==> config.mk <==
export PLATFORM = sky130hd
export DESIGN_NAME = tone_scheduler
export DESIGN_NICKNAME = d
export VERILOG_FILES = /design/src/rtl/tone_pkg.sv /design/src/rtl/tick_prescaler.sv /design/src/rtl/tone_scheduler.sv
export SDC_FILE = /design/constraint.sdc
export NUM_CORES = 1
export LEC_CHECK = 0
export CORE_AREA = 2 2 77 79
export DETAILED_ROUTE_END_ITERATION = 10
export DIE_AREA = 0 0 79 81
export PLACE_DENSITY = 0.72
export SLEW_MARGIN = 20
export SYNTH_ARGS = -nofsm -noshare
export SYNTH_HDL_FRONTEND = slang
export SYNTH_SLANG_ARGS = --single-unit
==> constraint.sdc <==
create_clock -name clk -period 3 [get_ports clk]
set_clock_uncertainty 0.05 [all_clocks]
set_input_delay 0.6 -clock clk [delete_from_list [all_inputs] [get_ports clk]]
set_output_delay 0.6 -clock clk [all_outputs]
set_load 0.01 [all_outputs]
==> src/rtl/tone_pkg.sv <==
// -----------------------------------------------------------------------------
// tone_pkg
// Shared definitions for the audible-signal tone scheduler:
//   - scheduler state encoding (IDLE / ON / OFF)
//   - requester bit positions within req / grant
//   - cadence phase lengths in ticks
//   - tone frequencies in Hz
//   - div_of(): elaboration-time divisor helper
//   - on_len_of() / off_len_of(): phase length lookup by one-hot grant
// -----------------------------------------------------------------------------
package tone_pkg;

    typedef enum logic [1:0] {
        IDLE = 2'd0,
        ON   = 2'd1,
        OFF  = 2'd2
    } state_e;

    // Requester bit positions; higher index means higher priority.
    localparam int unsigned REQ_WALK  = 0;
    localparam int unsigned REQ_WARN  = 1;
    localparam int unsigned REQ_SIREN = 2;

    localparam logic [2:0] GNT_NONE  = 3'b000;
    localparam logic [2:0] GNT_WALK  = 3'b001;
    localparam logic [2:0] GNT_WARN  = 3'b010;
    localparam logic [2:0] GNT_SIREN = 3'b100;

    // Cadence phase lengths, in ticks.
    localparam logic [9:0] WALK_ON_TICKS   = 10'd50;
    localparam logic [9:0] WALK_OFF_TICKS  = 10'd950;
    localparam logic [9:0] WARN_ON_TICKS   = 10'd250;
    localparam logic [9:0] WARN_OFF_TICKS  = 10'd250;
    localparam logic [9:0] SIREN_PH_TICKS  = 10'd500;

    // Tone frequencies, in Hz.
    localparam int unsigned F_440 = 440;
    localparam int unsigned F_660 = 660;
    localparam int unsigned F_880 = 880;

    // Only ever evaluated on constants, so the division happens at elaboration.
    function automatic int unsigned div_of(input int unsigned clk_hz,
                                           input int unsigned f);
        return clk_hz / f;
    endfunction

    function automatic logic [9:0] on_len_of(input logic [2:0] gnt);
        logic [9:0] len;
        len = '0;
        case (gnt)
            GNT_SIREN: len = SIREN_PH_TICKS;
            GNT_WARN:  len = WARN_ON_TICKS;
            GNT_WALK:  len = WALK_ON_TICKS;
            default:   len = '0;
        endcase
        return len;
    endfunction

    function automatic logic [9:0] off_len_of(input logic [2:0] gnt);
        logic [9:0] len;
        len = '0;
        case (gnt)
            GNT_WARN: len = WARN_OFF_TICKS;
            GNT_WALK: len = WALK_OFF_TICKS;
            default:  len = '0;
        endcase
        return len;
    endfunction

endpackage

==> src/rtl/tick_prescaler.sv <==
// -----------------------------------------------------------------------------
// tick_prescaler
// Free-running divider producing a one-cycle tick every DIV clock cycles.
// The counter runs 0 .. DIV-1 and the tick is high on the wrap cycle, so after
// reset the first tick is on cycle DIV (1-based).
//   clk    in   system clock
//   reset  in   synchronous, active-high reset (clears the counter)
//   tick   out  1-cycle pulse every DIV cycles
// -----------------------------------------------------------------------------
module tick_prescaler #(
    parameter int unsigned DIV = 12000
) (
    input  logic clk,
    input  logic reset,
    output logic tick
);

    localparam int unsigned W = (DIV > 1) ? $clog2(DIV) : 1;
    localparam logic [W-1:0] LAST = W'(DIV - 1);

    logic [W-1:0] cnt_q;
    logic [W-1:0] cnt_d;

    always_comb begin
        cnt_d = (cnt_q == LAST) ? '0 : cnt_q + 1'b1;
    end

    always_ff @(posedge clk) begin
        if (reset) begin
            cnt_q <= '0;
        end else begin
            cnt_q <= cnt_d;
        end
    end

    assign tick = (cnt_q == LAST);

endmodule

==> src/rtl/tone_scheduler.sv <==
// -----------------------------------------------------------------------------
// tone_scheduler
// Time-shares one tone generator between the walk chirp, the don't-walk
// warning and the emergency siren. Fixed priority siren > warning > walk,
// cadence sequenced on a millisecond tick, outputs all registered.
//   clk       in   system clock
//   reset     in   synchronous, active-high reset
//   req[2:0]  in   level requests: [2] siren, [1] warning, [0] walk
//   grant     out  one-hot granted requester, 0 when idle
//   tone_en   out  generator enable, high only during an ON phase
//   tone_div  out  CLK_HZ / f toggle divisor, 0 when tone_en is low
// -----------------------------------------------------------------------------
module tone_scheduler
    import tone_pkg::*;
#(
    parameter int unsigned CLK_HZ  = 12_000_000,
    parameter int unsigned TICK_HZ = 1000
) (
    input  logic        clk,
    input  logic        reset,
    input  logic [2:0]  req,
    output logic [2:0]  grant,
    output logic        tone_en,
    output logic [23:0] tone_div
);

    localparam int unsigned TICK_DIV = CLK_HZ / TICK_HZ;

    localparam logic [23:0] DIV_440 = 24'(div_of(CLK_HZ, F_440));
    localparam logic [23:0] DIV_660 = 24'(div_of(CLK_HZ, F_660));
    localparam logic [23:0] DIV_880 = 24'(div_of(CLK_HZ, F_880));

    logic tick;

    tick_prescaler #(
        .DIV(TICK_DIV)
    ) u_tick (
        .clk  (clk),
        .reset(reset),
        .tick (tick)
    );

    state_e      state_q, state_d;
    logic [2:0]  grant_q, grant_d;
    logic [9:0]  cnt_q, cnt_d;
    logic        sub_q, sub_d;      // siren sub-phase: 0 = 660 Hz, 1 = 880 Hz
    logic        tone_en_q, tone_en_d;
    logic [23:0] tone_div_q, tone_div_d;

    logic [2:0]  winner;
    logic        phase_end;
    logic        preempt;

    // Highest-priority active request, one-hot.
    always_comb begin
        winner = GNT_NONE;
        if (req[REQ_SIREN]) begin
            winner = GNT_SIREN;
        end else if (req[REQ_WARN]) begin
            winner = GNT_WARN;
        end else if (req[REQ_WALK]) begin
            winner = GNT_WALK;
        end
    end

    // One-hot encodings order by priority, so a numeric compare is a
    // priority compare.
    assign preempt   = (winner > grant_q);
    // Counter would reach 0 on this tick.
    assign phase_end = (cnt_q <= 10'd1);

    always_comb begin
        state_d = state_q;
        grant_d = grant_q;
        cnt_d   = cnt_q;
        sub_d   = sub_q;

        case (state_q)
            IDLE: begin
                if (winner != GNT_NONE) begin
                    state_d = ON;
                    grant_d = winner;
                    cnt_d   = on_len_of(winner);
                    sub_d   = 1'b0;
                end
            end

            ON, OFF: begin
                if (tick) begin
                    if (preempt || (phase_end && winner != grant_q && winner != GNT_NONE)) begin
                        // New owner always starts fresh in ON; siren at 660 Hz.
                        state_d = ON;
                        grant_d = winner;
                        cnt_d   = on_len_of(winner);
                        sub_d   = 1'b0;
                    end else if (phase_end) begin
                        if (winner == GNT_NONE) begin
                            state_d = IDLE;
                            grant_d = GNT_NONE;
                            cnt_d   = '0;
                            sub_d   = 1'b0;
                        end else if (grant_q == GNT_SIREN) begin
                            state_d = ON;
                            cnt_d   = SIREN_PH_TICKS;
                            sub_d   = ~sub_q;
                        end else if (state_q == ON) begin
                            state_d = OFF;
                            cnt_d   = off_len_of(grant_q);
                        end else begin
                            state_d = ON;
                            cnt_d   = on_len_of(grant_q);
                        end
                    end else begin
                        cnt_d = cnt_q - 10'd1;
                    end
                end
            end

            default: begin
                state_d = IDLE;
                grant_d = GNT_NONE;
                cnt_d   = '0;
                sub_d   = 1'b0;
            end
        endcase
    end

    // Outputs are derived from next state so they register alongside it.
    always_comb begin
        tone_en_d  = (state_d == ON);
        tone_div_d = '0;
        if (state_d == ON) begin
            case (grant_d)
                GNT_SIREN: tone_div_d = sub_d ? DIV_880 : DIV_660;
                GNT_WARN:  tone_div_d = DIV_440;
                GNT_WALK:  tone_div_d = DIV_880;
                default:   tone_div_d = '0;
            endcase
        end
    end

    always_ff @(posedge clk) begin
        if (reset) begin
            state_q    <= IDLE;
            grant_q    <= GNT_NONE;
            cnt_q      <= '0;
            sub_q      <= 1'b0;
            tone_en_q  <= 1'b0;
            tone_div_q <= '0;
        end else begin
            state_q    <= state_d;
            grant_q    <= grant_d;
            cnt_q      <= cnt_d;
            sub_q      <= sub_d;
            tone_en_q  <= tone_en_d;
            tone_div_q <= tone_div_d;
        end
    end

    assign grant    = grant_q;
    assign tone_en  = tone_en_q;
    assign tone_div = tone_div_q;

endmodule

==> metrics.log <==
INFO  metric setup.worst_path.start_class = primary input
INFO  metric ys_seq_elements = 37
INFO  metric synth-xor-area-share = 7.96%
INFO  metric vdd_drop_max = 309 uV
INFO  metric netlist-cell-type-count = slightly above 60
INFO  metric grt_max_degree = 13
INFO  metric initial_antenna_violation_count = 0
INFO  metric core_area = about 0.0057 sq mm
INFO  metric path_max_fanout = 5
INFO  metric cell_count_of_the_worst_hold_path = 1
INFO  metric post_synth_main_area_contributors = dfxtp_1, nor2_1, buf_4, ha_1, xnor2_1
INFO  metric worst-endpoint-required = ~3.2 ns
INFO  metric area.growth.synth_to_final = 20.2%
INFO  metric yosysTopAreaCell = dfxtp_1
INFO  metric reg2regPathDepth = 7
INFO  metric seq_power_share = about a third
INFO  metric detailed_place.area = between 0.002 and 0.003 sq mm
INFO  metric reg2reg_setup_slack = 0.25 ns
INFO  metric switchingPower = roughly 0.00056 W
INFO  metric synth_simple_gate_area_share = around 27%
INFO  metric detailedPlacementHpwl = around 4.3 mm
INFO  metric floorplan.rows = 28
INFO  metric vias_per_cell = ~5.4
INFO  metric yosysTopAreaCellShare = 30.6%
INFO  metric yosysMostFrequentCell = nor2_1
INFO  metric fin_nets = between 300 and 400
INFO  metric p_total = 0.00162 W
INFO  metric htreeDepth = 2
INFO  metric grt_setup_unrepaired = no
INFO  metric timing.critical_path.arrival = approximately 3 ns
INFO  metric grt_overflow_total = 0
INFO  metric sw_share = roughly a third
INFO  metric layout-drive-gt1-share = 17.2%
INFO  metric largest_family_of_logic_cells_by_synthesized_area = simple AND/OR/NAND/NOR gates
INFO  metric timing.fmax = around 350 MHz
INFO  metric yosys.area_share.adder = 4.65%
INFO  metric globalRouteTotalUtil = between 10% and 20%
INFO  metric worst_r2r_startpoint = cnt_q[5]
INFO  metric detail-route-antenna-nets = 0
INFO  metric final-setup-viol-count = 0
INFO  metric min_path_type = reg -> reg
INFO  metric drt-wirelength-per-cell = between 10 and 15 um
INFO  metric report.final.slew_viol_count = 0
INFO  metric place.detailed.instances = a little under 400
INFO  metric netlist_area = 0.00242 sq mm
INFO  metric tritoncts.num_buffers = 5
INFO  metric detail_route.iter0.violations = ~120
INFO  metric async_flop_share = 0%
INFO  metric vias_in_the_first_global_route = between 2k and 2.5k
INFO  metric n_fill_cell = about 550
INFO  metric vias = roughly 2.2k
INFO  metric die-area = 0.00640 sq mm
INFO  metric height_of_the_chip = 81 um
INFO  metric finalNonFillerCells = approximately 410
INFO  metric cap_viol_max_count = 0
INFO  metric power.share.combinational = a little under two fifths
INFO  metric postSynth.topFlopCell = dfxtp_1
INFO  metric min_period = roughly 2.9 ns
INFO  metric finalInstanceArea = slightly below 0.003 sq mm
INFO  metric clock_path_buffers = 2
INFO  metric drt_drc_violations_left = 0
INFO  metric power_density = roughly 560 mW/mm^2
INFO  metric min-delay-start = u_tick.cnt_q[0]
INFO  metric synthMuxAreaShare = 0.879%
INFO  metric yosysSeqAreaShare = between 30% and 40%
INFO  metric cts-root-buf = clkbuf_8
INFO  metric ports = 33
INFO  metric tritoncts = done
INFO  metric detail_route.first_pass.iterations = 5
INFO  metric internal_power = between 0.001 and 0.0015 W
INFO  metric fp.dieW = approximately 79 um
INFO  metric synth_cells = a little under 300
INFO  metric finalCritPeriodShare = between 90 and 100%
INFO  metric setup.worst_path.class = in -> reg
INFO  metric synth_enable_flop_cells = 0
INFO  metric worstSkewPairLatency = 0.29 ns
INFO  metric critical_path.endpoint_type = register
INFO  metric wl_final = 5.63 mm
INFO  metric clock_sinks = 37
INFO  metric min_to = u_tick.cnt_q[0]
INFO  metric cts_hold_buf = 0
INFO  metric synth.cells.most_frequent = nor2_1, dfxtp_1, nand2_1
INFO  metric worstReg2RegEnd = cnt_q[3]
INFO  metric leakage = approximately 1.1 nW
INFO  metric synthesis.area_per_instance = 8.29 sq um
INFO  metric clk_pin_slew_worst_paths = 0.08 ns
INFO  metric finish.utilization = 51.3%
INFO  metric status = completed
INFO  metric ys_warn_count = 0
INFO  metric initial_core_util = 42.7%
INFO  metric placer_congestion_estimate = approximately 1.0
INFO  metric share_of_the_synthesized_area_in_compound_gates_ao_oa_aoi_oai = roughly a fifth
INFO  metric port-buffer-count = 20
INFO  metric power.share.clock = 27.1%
INFO  metric grt_first_pass_wirelength = around 9.4 mm
INFO  metric n_antenna_cell = 0
INFO  metric timing.final.hold_violations = 0
[layout by cell type (no fill, tap or decap), types with 3 or more instances in the layout]
cell / n
nor3_1: 9
o211a_1: 3
nor2_1: 38
ha_1: 9
xnor2_1: 11
xor2_1: 11
a32o_1: 5
a211oi_1: 3
nand4_1: 4
or3_1: 5
inv_1: 10
a22oi_1: 4
o211ai_1: 3
nand3_1: 8
clkbuf_8: 5
buf_4: 30
nand2_1: 20
nand3b_1: 3
dfxtp_1: 37
a21oi_1: 8
or4_1: 4
nor4_2: 3
and3_1: 5
clkdlybuf4s50_1: 20
or2_2: 3
o21ai_1: 3
conb_1: 12
o21ai_0: 7
[what timing repair did]
item                       in CTS  in global routing
setup endpoints to repair       0                  3
setup buffers                   0                  1
resized for setup               0                  2
[layer usage]
layer | up-vias | GRT usage (%) | wire length [um]
met5 | - | 0 | 0
met4 | 0 | 7.59 | 163
met3 | 17 | 2.89 | 278
met2 | 63 | 30.8 | 2620
met1 | 1028 | 23.6 | 2560
li1 | 1102 | - | -
[power groups by stage]
| stage | logic (W) | registers (W) | clock network (W) |
|---|---|---|---|
| floorplan | 0.000434 | 0.000577 | 0 |
| global placement | 0.000596 | 0.000577 | 0 |
| detailed placement | 0.000600 | 0.000580 | 0 |
| CTS | 0.000604 | 0.000568 | 0.000449 |
| global route | 0.000673 | 0.000576 | 0.000467 |
| finish | 0.000612 | 0.000569 | 0.000438 |
[cells by family (layout without fill, tap and decap cells)]
kind of cell	Yosys count	count (layout)
muxes	2	2
xor gates and xnor gates	22	22
DFF	37	37
adders and majority gates	9	9
other	1	12
and+or+nand+nor	122	122
buffers and inverters	40	68
AOI/OAI and AO/OA	59	59
[metrics by stage]
stage / hold slack [ns] / setup TNS, ns / setup slack (ns)
global placement: 0.392 / -0.377 / -0.110
global route: 0.450 / 0 / 0.00141
floorplan: 0.376 / 0 / 0.342
finish: 0.432 / 0 / 0.127
CTS: 0.436 / 0 / 0.129
detailed placement: 0.417 / -0.914 / -0.168
[layout make-up]
| type | count | area, sq um | share of cell area, % |
|---|---|---|---|
| multi-input cells | 226 | 1500 | 51.6 |
| flip-flops and latches | 37 | 741 | 25.5 |
| repair buffers | 50 | 425 | 14.6 |
| well taps | 75 | 93.8 | 3.22 |
| clock buffers | 6 | 72.6 | 2.49 |
| clock inverters | 2 | 38.8 | 1.33 |
| inverters | 10 | 37.5 | 1.29 |
[critical path, stage by stage]
cell and delay [ns]:
clkdlybuf4s50_1 0.51, nor2b_1 0.19, ha_1 0.27, nand3b_1 0.10, nand2_1 0.10, o31a_1 0.34
or3_1 0.34, or4_1 0.47, a21oi_1 0.13
[how the worst max path moves through the flow]
stage / end / from / slack [ns]
after floorplan: cnt_q[9] / req[1] / 0.34
after global placement: cnt_q[9] / req[1] / -0.11
after detailed placement: cnt_q[9] / req[1] / -0.17
after CTS: cnt_q[9] / req[1] / 0.13
after global routing: cnt_q[1] / req[2] / 0.001
final: cnt_q[9] / req[1] / 0.13
[sequential cells by signal, indices dropped and copies added, names as in the netlist]
| name | cells |
|---|---|
| tone_en | 1 |
| cnt_q | 10 |
| grant | 3 |
| tone_div | 6 |
| state_q | 2 |
| u_tick.cnt_q | 14 |
| sub_q | 1 |
Note: power is estimated with default switching activity, not from simulation.
